--- src/rtl/scm_fifo_ctrl.sv ---
// scm_fifo_ctrl
// Valid/ready FIFO controller for a 1R/1W flip-flop register file whose read
// address is registered inside the storage. The controller owns the pointers,
// occupancy count and handshakes. It keeps the storage read address parked on
// the FIFO head, so the head word is always present on mem_rdata.
module scm_fifo_ctrl #(
    parameter int ADDR_WIDTH = 5,
    parameter int DATA_WIDTH = 32,
    parameter int AF_THRESH  = (2 ** ADDR_WIDTH) - 2
) (
    input  logic                  clk,
    input  logic                  rst_n,
    input  logic                  clear_i,
    input  logic                  in_valid,
    output logic                  in_ready,
    input  logic [DATA_WIDTH-1:0] in_data,
    output logic                  out_valid,
    input  logic                  out_ready,
    output logic [DATA_WIDTH-1:0] out_data,
    output logic [ADDR_WIDTH:0]   count,
    output logic                  almost_full,
    output logic                  mem_we,
    output logic [ADDR_WIDTH-1:0] mem_waddr,
    output logic [DATA_WIDTH-1:0] mem_wdata,
    output logic                  mem_re,
    output logic [ADDR_WIDTH-1:0] mem_raddr,
    input  logic [DATA_WIDTH-1:0] mem_rdata
);

    localparam logic [ADDR_WIDTH:0] PTR_ONE = (ADDR_WIDTH+1)'(1);
    localparam logic [ADDR_WIDTH:0] AF_LVL  = (ADDR_WIDTH+1)'(AF_THRESH);

    // Pointers carry one extra wrap bit so full and empty can be told apart.
    logic [ADDR_WIDTH:0] wptr_r;
    logic [ADDR_WIDTH:0] rptr_r;
    logic [ADDR_WIDTH:0] count_r;
    logic                init_r;
    logic                almost_full_r;

    logic                empty_s;
    logic                full_s;
    logic                push_s;
    logic                pop_s;
    logic [ADDR_WIDTH:0] rptr_inc_s;
    logic [ADDR_WIDTH:0] count_next_s;
    logic                almost_full_next_s;

    // Status flags, handshakes and the storage port controls.
    always_comb begin
        empty_s    = (wptr_r == rptr_r);
        full_s     = (wptr_r[ADDR_WIDTH] != rptr_r[ADDR_WIDTH]) &&
                     (wptr_r[ADDR_WIDTH-1:0] == rptr_r[ADDR_WIDTH-1:0]);
        rptr_inc_s = rptr_r + PTR_ONE;

        // Ready depends only on state and the flush, never on out_ready.
        in_ready   = !full_s && !init_r && !clear_i;
        out_valid  = !empty_s && !init_r;
        push_s     = in_valid && in_ready;
        pop_s      = out_valid && out_ready && !clear_i;

        mem_we     = push_s;
        mem_waddr  = wptr_r[ADDR_WIDTH-1:0];

        // Read address only moves on pop, flush or the post-reset load; it
        // otherwise holds, so the storage keeps presenting the head word.
        mem_re     = clear_i || pop_s || init_r;
        if (clear_i) begin
            mem_raddr = '0;
        end else if (pop_s) begin
            mem_raddr = rptr_inc_s[ADDR_WIDTH-1:0];
        end else begin
            mem_raddr = rptr_r[ADDR_WIDTH-1:0];
        end
    end

    // Next occupancy and the almost-full flag derived from it.
    always_comb begin
        count_next_s = count_r;
        if (clear_i) begin
            count_next_s = '0;
        end else begin
            case ({push_s, pop_s})
                2'b10:   count_next_s = count_r + PTR_ONE;
                2'b01:   count_next_s = count_r - PTR_ONE;
                default: count_next_s = count_r;
            endcase
        end
        almost_full_next_s = (count_next_s >= AF_LVL);
    end

    // Pointer, count, init and almost-full state; flush has top priority.
    always_ff @(posedge clk or negedge rst_n) begin
        if (!rst_n) begin
            wptr_r        <= '0;
            rptr_r        <= '0;
            count_r       <= '0;
            init_r        <= 1'b1;
            almost_full_r <= 1'b0;
        end else begin
            init_r        <= 1'b0;
            count_r       <= count_next_s;
            almost_full_r <= almost_full_next_s;
            if (clear_i) begin
                wptr_r <= '0;
                rptr_r <= '0;
            end else begin
                if (push_s) begin
                    wptr_r <= wptr_r + PTR_ONE;
                end else begin
                    wptr_r <= wptr_r;
                end
                if (pop_s) begin
                    rptr_r <= rptr_inc_s;
                end else begin
                    rptr_r <= rptr_r;
                end
            end
        end
    end

    assign mem_wdata   = in_data;
    assign out_data    = mem_rdata;
    assign count       = count_r;
    assign almost_full = almost_full_r;

endmodule

--- config.mk ---
export PLATFORM = sky130hd
export DESIGN_NAME = scm_fifo_ctrl
export DESIGN_NICKNAME = d
export VERILOG_FILES = /design/src/rtl/scm_fifo_ctrl.sv
export SDC_FILE = /design/constraint.sdc
export NUM_CORES = 1
export LEC_CHECK = 0
export BUFFER_PORTS_ARGS = -buffer_cell sky130_fd_sc_hd__buf_2
export CORE_AREA = 2 2 84 62
export CTS_BUF_LIST = sky130_fd_sc_hd__clkbuf_4 sky130_fd_sc_hd__clkbuf_8
export CTS_CLUSTER_DIAMETER = 30
export DETAILED_ROUTE_END_ITERATION = 8
export DIE_AREA = 0 0 86 64
export PLACE_DENSITY = 0.82
export SYNTH_ARGS = -nofsm -noshare
export SYNTH_HDL_FRONTEND = slang
export SYNTH_SLANG_ARGS = --single-unit
--- constraint.sdc ---
create_clock -name clk -period 3.85 [get_ports clk]
set_input_delay 0.385 -clock clk [delete_from_list [all_inputs] [get_ports clk]]
set_output_delay 0.385 -clock clk [all_outputs]
set_load 0.03 [all_outputs]
# [Yosys cells after proc, flatten, opt, wreduce, memory -nomap -nowiden]
# Cells that the tools add are included.
[word_totals] reg_bits=20 in_bits=69 elab_cells=38
[op_classes] addsub=4 magnitude_cmp=1 eq_ne=5 n_mux=8 reduce_logical=15
[ops] cell="$mux 6" count=5
[ops] cell="$add 6x1->6 const B" count=3
[ops] cell="$pmux 6 s2" count=1
[ops] cell="$mux 5" count=2
[ops] cell="$logic_and 1x1->1" count=7
[ops] cell="$eq 6x6->1" count=1
[ops] cell="$ge 6x5->1 const B" count=1
[ops] cell="$sub 6x1->6 const B" count=1
[ops] cell="$eq 5x5->1" count=1
[ops] cell="$logic_not 1->1" count=4
[ops] cell="$reduce_bool 2->1" count=2
[ops] cell="$eq 2x1->1 const B" count=1
[ops] cell="$eq 2x2->1 const B" count=1
[ops] cell="$logic_or 1x1->1" count=2
[ops] cell="$ne 1x1->1" count=1

# [Longest topological paths before layout]
[logic_depth] depth_word=10 depth_mapped=12 depth_no_buf=11

# [Worst setup path after synthesis]
# Ideal clock, no wire load.
[synth_timing] kind="input-to-reg" start="in clear_i" end="reg almost_full_r (netlist: almost_full)" t_arrival_ns=2.799 required_time_ns=3.730 path_slack_ns=0.931 path_stages=10 n_path_buf=3 path_cell_list="clkbuf_1 clkbuf_1 clkbuf_1 nor2_1 ha_1 ha_1 a211oi_1 nor3b_1 o311a_1 a41o_1"
[synth_via] elab_chain_len=7
[synth_lines] item="from (decl)" line="13" source="input logic clear_i,"
[synth_lines] item="$logic_not 1->1" line="56, 59"
[synth_lines] item="$logic_and 1x1->1" line="56" source="in_ready = !full_s && !init_r && !clear_i;"
[synth_lines] item="$logic_and 1x1->1" line="58" source="push_s = in_valid && in_ready;"
[synth_lines] item="$eq 2x1->1 or $eq 2x2->1 (tied branches)" line="82" source="case ({push_s, pop_s})"
[synth_lines] item="$pmux 6 s2" line="82"
[synth_lines] item="$mux 6 (*)" line="79" source="if (clear_i) begin"
[synth_lines] item="net count_next_s[5]" line="45" source="logic [ADDR_WIDTH:0] count_next_s;"
[synth_lines] item="$ge 6x5->1 (*)" line="88" source="almost_full_next_s = (count_next_s >= AF_LVL);"
[synth_lines] item="net almost_full_next_s" line="46" source="logic almost_full_next_s;"
[synth_lines] item="to (signal assigned)" line="102" source="almost_full_r <= almost_full_next_s;"
[synth_lines] item="to (decl)" line="38" source="logic almost_full_r;"
# The timed path passes the listed nets; every way through them passes the cells marked *.
# A chain may end at the register's enable or synchronous reset.

# [Worst setup path in the final report]
[layout_timing] start="reg wptr_r[0]" end="reg almost_full_r (netlist: almost_full)"
[layout_via] elab_chain_len=10
[layout_lines] item="from (decl)" line="34" source="logic [ADDR_WIDTH:0] wptr_r;"
[layout_lines] item="from (signal assigned)" line="108" source="wptr_r <= wptr_r + PTR_ONE;"
[layout_lines] item="from (signal assigned)" line="110" source="wptr_r <= wptr_r;"
[layout_lines] item="$eq 5x5->1" line="52" source="(wptr_r[ADDR_WIDTH-1:0] == rptr_r[ADDR_WIDTH-1:0]);"
[layout_lines] item="$logic_and 1x1->1" line="51" source="full_s = (wptr_r[ADDR_WIDTH] != rptr_r[ADDR_WIDTH]) &&"
[layout_lines] item="$logic_not 1->1" line="56"
[layout_lines] item="$logic_and 1x1->1 (2 in series)" line="56"
[layout_lines] item="$logic_and 1x1->1" line="58"
[layout_lines] item="$eq 2x1->1 or $eq 2x2->1 (tied branches)" line="82"
[layout_lines] item="$pmux 6 s2 (*)" line="82"
[layout_lines] item="$mux 6 (*)" line="79"
[layout_lines] item="net count_next_s[5]" line="45"
[layout_lines] item="$ge 6x5->1 (*)" line="88"
[layout_lines] item="net almost_full_next_s" line="46"
# Marked as above.

==> run summary <==
Total iterations of the first detailed-routing run: 4
IR drop worst, VDD: 0.167 mV
Critical R2R Capture: almost_full$_DFF_PN0_
Number of antenna violations at the first check in global routing: 0
Total count of max-transition violations in the final report: 0
Count of flip-flops with a built-in enable after synthesis: 0
Leakage power of the design: 0.782 nW
WL/cell: 14.6 um
Later-pin clock latency in the skew report: 0.27 ns
Final critical delay including setup and external delays: 3.21 ns
Required time at the worst-slack endpoint: 4.01 ns
Highest routed metal layer: met4
GRT Total Usage: 11.8%
Cell Pwr Density: 328 mW/mm^2
Resized Gates After CTS: 0
Post-synth ARST share: 100%
Cells traversed along the worst timing path: xnor2_2 > nand3_1 > o211ai_1 > ha_1 > ha_1 > a211oi_1 > nor3b_1 > o311a_1 > a41o_1
CTS tree: yes
Total via count after detailed routing: 1140
Non-filler cells, final: 219
Largest cells by area after synthesis: buf_4 29%, dfrtp_1 26%, ha_1 4.8%, nor2_1 3.9%, xor2_1 3.4%
Final-report hold violation count: 0
Amount of wire on met3 after detailed routing: 293 um
Chip Height: 64 um
Cell count after synthesis: 207
Crit-path leading delay family: compound AO/OA/AOI/OAI gates
Cell with the largest stage delay on the worst path: dfrtp_1
Number of post-CTS setup repair buffers: 0
Final weighted congestion in routability-driven placement: 0.843
Main flop type after synthesis: dfrtp_1
Area of the die: 0.00550 sq mm
Period utilization: 83.4%
Number of DRC markers in iteration 0: 62
Fraction of final layout cells with drive strength greater than 1: 21.6%
Logic gate share of total power: 13.3%
Number of diodes added for antenna fixing: 0
# port buffers: 25
Combined buffer and inverter count along the critical path: 0
Total global routing overflow: 0
Maximum number of pins on one net before global-route repair: 29
Achievable Freq: 0.311 GHz
Power after layout: 0.503 mW
Unrepaired setup endpoints after global routing: no
Portion of total power attributed to the clock network: 42.6%
Post-detailed-route DRC marker count: 0
Run status: completed
Worst-case clock buffer depth: 2
Most prevalent standard cell on the critical path: ha_1
Routed via count divided by cell count: 5.21
HPWL reported at the end of detailed placement: 2.43 mm
Sequential cell area fraction in the yosys report: 27.7%
Io pins: 154
Area of the mapped netlist: 0.00181 sq mm
Critical path peak fanout: 8
Flop-to-flop setup slack: 0.64 ns
Total Negative Setup Slacks: 0 ns
Placed cell count: 215
Count of distinct cell types in the synthesized netlist: 42
Final setup fails: 0
Largest stage delay, worst path: 0.48 ns
Worst min path class: primary input to async pin
Final-stage net count: 240
Syn nets: 284
Detailed-routing wirelength on met1: 1.58 mm
Crit path kind: flip-flop to flip-flop
Htree depth: 1
CP Launch Type: flip-flop
CTS Hold Buffers Added: 0
Antenna Violating Nets Remaining: 0
Sum of routed wire length over all layers: 3.19 mm
Switching part of the total: 25.4%
Number of global-route vias before repair: 1070
Net Sw Power: 0.128 mW
First-pass GRT wire length: 5.25 mm
Critical path endpoint category: flip-flop
Layout-stage area growth over the synthesis result: -15.3%
Area fraction of the dominant cell type after synthesis: 28.6%
Reg2reg path depth: 9
Count of max-cap constraint violations: 0
Flip-flop and latch count after synthesis: 20
Number of buffers inserted during clock tree synthesis: 3
Starting utilization of the core area: 39.0%
Final non-filler cell area: 0.00153 sq mm
Length of routed met2 wiring: 1.30 mm
Yosys Warn Count: 0
Core Area: 0.00465 sq mm
Post-placement cell area: 0.00146 sq mm
Syn Area/Cell: 8.75 sq um
Total internal power: 0.375 mW
Clock-pin transition on the worst setup and hold timing paths: 0.08 ns
Leading area contributor after synthesis: buf_4
Worst reg2reg path startpoint: wptr_r[0]$_DFFE_PN0P_
Floorplan die width: 86 um
Row Count: 21
Post-route core utilization: 33.0%
Crit path DAT: 3.37 ns
Most repeated cell in the gate-level netlist after synthesis: buf_4
Final Skew: 0.00698 ns
Sequential share of power: 44.1%
Master cell of the clock root buffer: clkbuf_8
Clock Sink Count: 20
Most common library cells after synthesis: 69 x buf_4, 19 x dfrtp_1, 19 x nor2_1
## layout by cell type, fill, tap and decap left out, drive strengths merged, types with 6 or more instances in the layout
master / instances
buf: 25
nor2: 19
dfrtp: 19
a21oi: 10
o21ai: 9
nand2: 8
xor2: 7
ha: 7
xnor2: 6
nand3: 6
## worst reg2reg max path, cell delays in order, from the launching register on
cell and delay [ns]:
dfrtp_1 0.48, xnor2_2 0.24, nand3_1 0.15, o211ai_1 0.41, ha_1 0.46, ha_1 0.31
a211oi_1 0.32, nor3b_1 0.15, o311a_1 0.37, a41o_1 0.22
## power by group through the flow
stage                     logic (mW)  clock network, mW  registers (mW)
final                         0.0668              0.214           0.222
after global routing          0.0732              0.226           0.223
after CTS                     0.0674              0.218           0.222
after detailed placement      0.0670                  0           0.226
after global placement        0.0657                  0           0.226
after floorplan                0.172                  0           0.228
## layout make-up
class | count | area [sq um]
repair buffers | 25 | 125
clock inverters | 1 | 30.0
flip-flops and latches | 20 | 502
well taps | 57 | 71.3
multi-input cells | 109 | 749
inverters | 4 | 15.0
clock buffers | 3 | 41.3
fillers | 476 | 3120
## per-layer routing
layer  vias to the layer above  global-route usage, %
li1                        536                      -
met1                       544                   16.3
met2                        51                   15.9
met3                         9                   6.46
met4                         0                   2.98
met5                         -                      0
## state kept, by name, indices dropped and copies added, names as in the netlist
signal / cells
rptr_r: 6
wptr_r: 6
init_r: 1
count: 6
almost_full: 1
## worst max-delay path by stage
stage | end | slack, ns | cells past startpoint | from
final | almost_full$_DFF_PN0_ | 0.64 | 9 | wptr_r[0]$_DFFE_PN0P_
after global routing | almost_full$_DFF_PN0_ | 0.42 | 9 | wptr_r[0]$_DFFE_PN0P_
after CTS | almost_full$_DFF_PN0_ | 0.65 | 9 | wptr_r[0]$_DFFE_PN0P_
after detailed placement | almost_full$_DFF_PN0_ | 0.70 | 9 | wptr_r[0]$_DFFE_PN0P_
after global placement | almost_full$_DFF_PN0_ | 0.80 | 9 | wptr_r[4]$_DFFE_PN0P_
after floorplan | almost_full$_DFF_PN0_ | 0.93 | 10 | clear_i
## through the flow
step | worst slack [ns] | hold WS, ns
6_report | 0.638 | 0.0545
5_1_grt | 0.415 | 0.0938
4_1_cts | 0.646 | 0.0721
3_5_place_dp | 0.698 | 0.364
3_3_place_gp | 0.797 | 0.352
2_1_floorplan | 0.931 | 0.0894
## logic make-up after synthesis
| kind of cell | Yosys count | synth area share [%] |
|---|---|---|
| buffers and inverters | 78 | 30.9 |
| AND/OR/NAND/NOR | 52 | 14.8 |
| AO/OA/AOI/OAI | 30 | 10.9 |
| flip-flops | 20 | 27.7 |
| XOR/XNOR | 13 | 6.70 |
| adder cells (fa/ha/maj) | 8 | 5.94 |
| multiplexers | 5 | 2.83 |
| other | 1 | 0.207 |
Power figures use the tool's default switching activity.
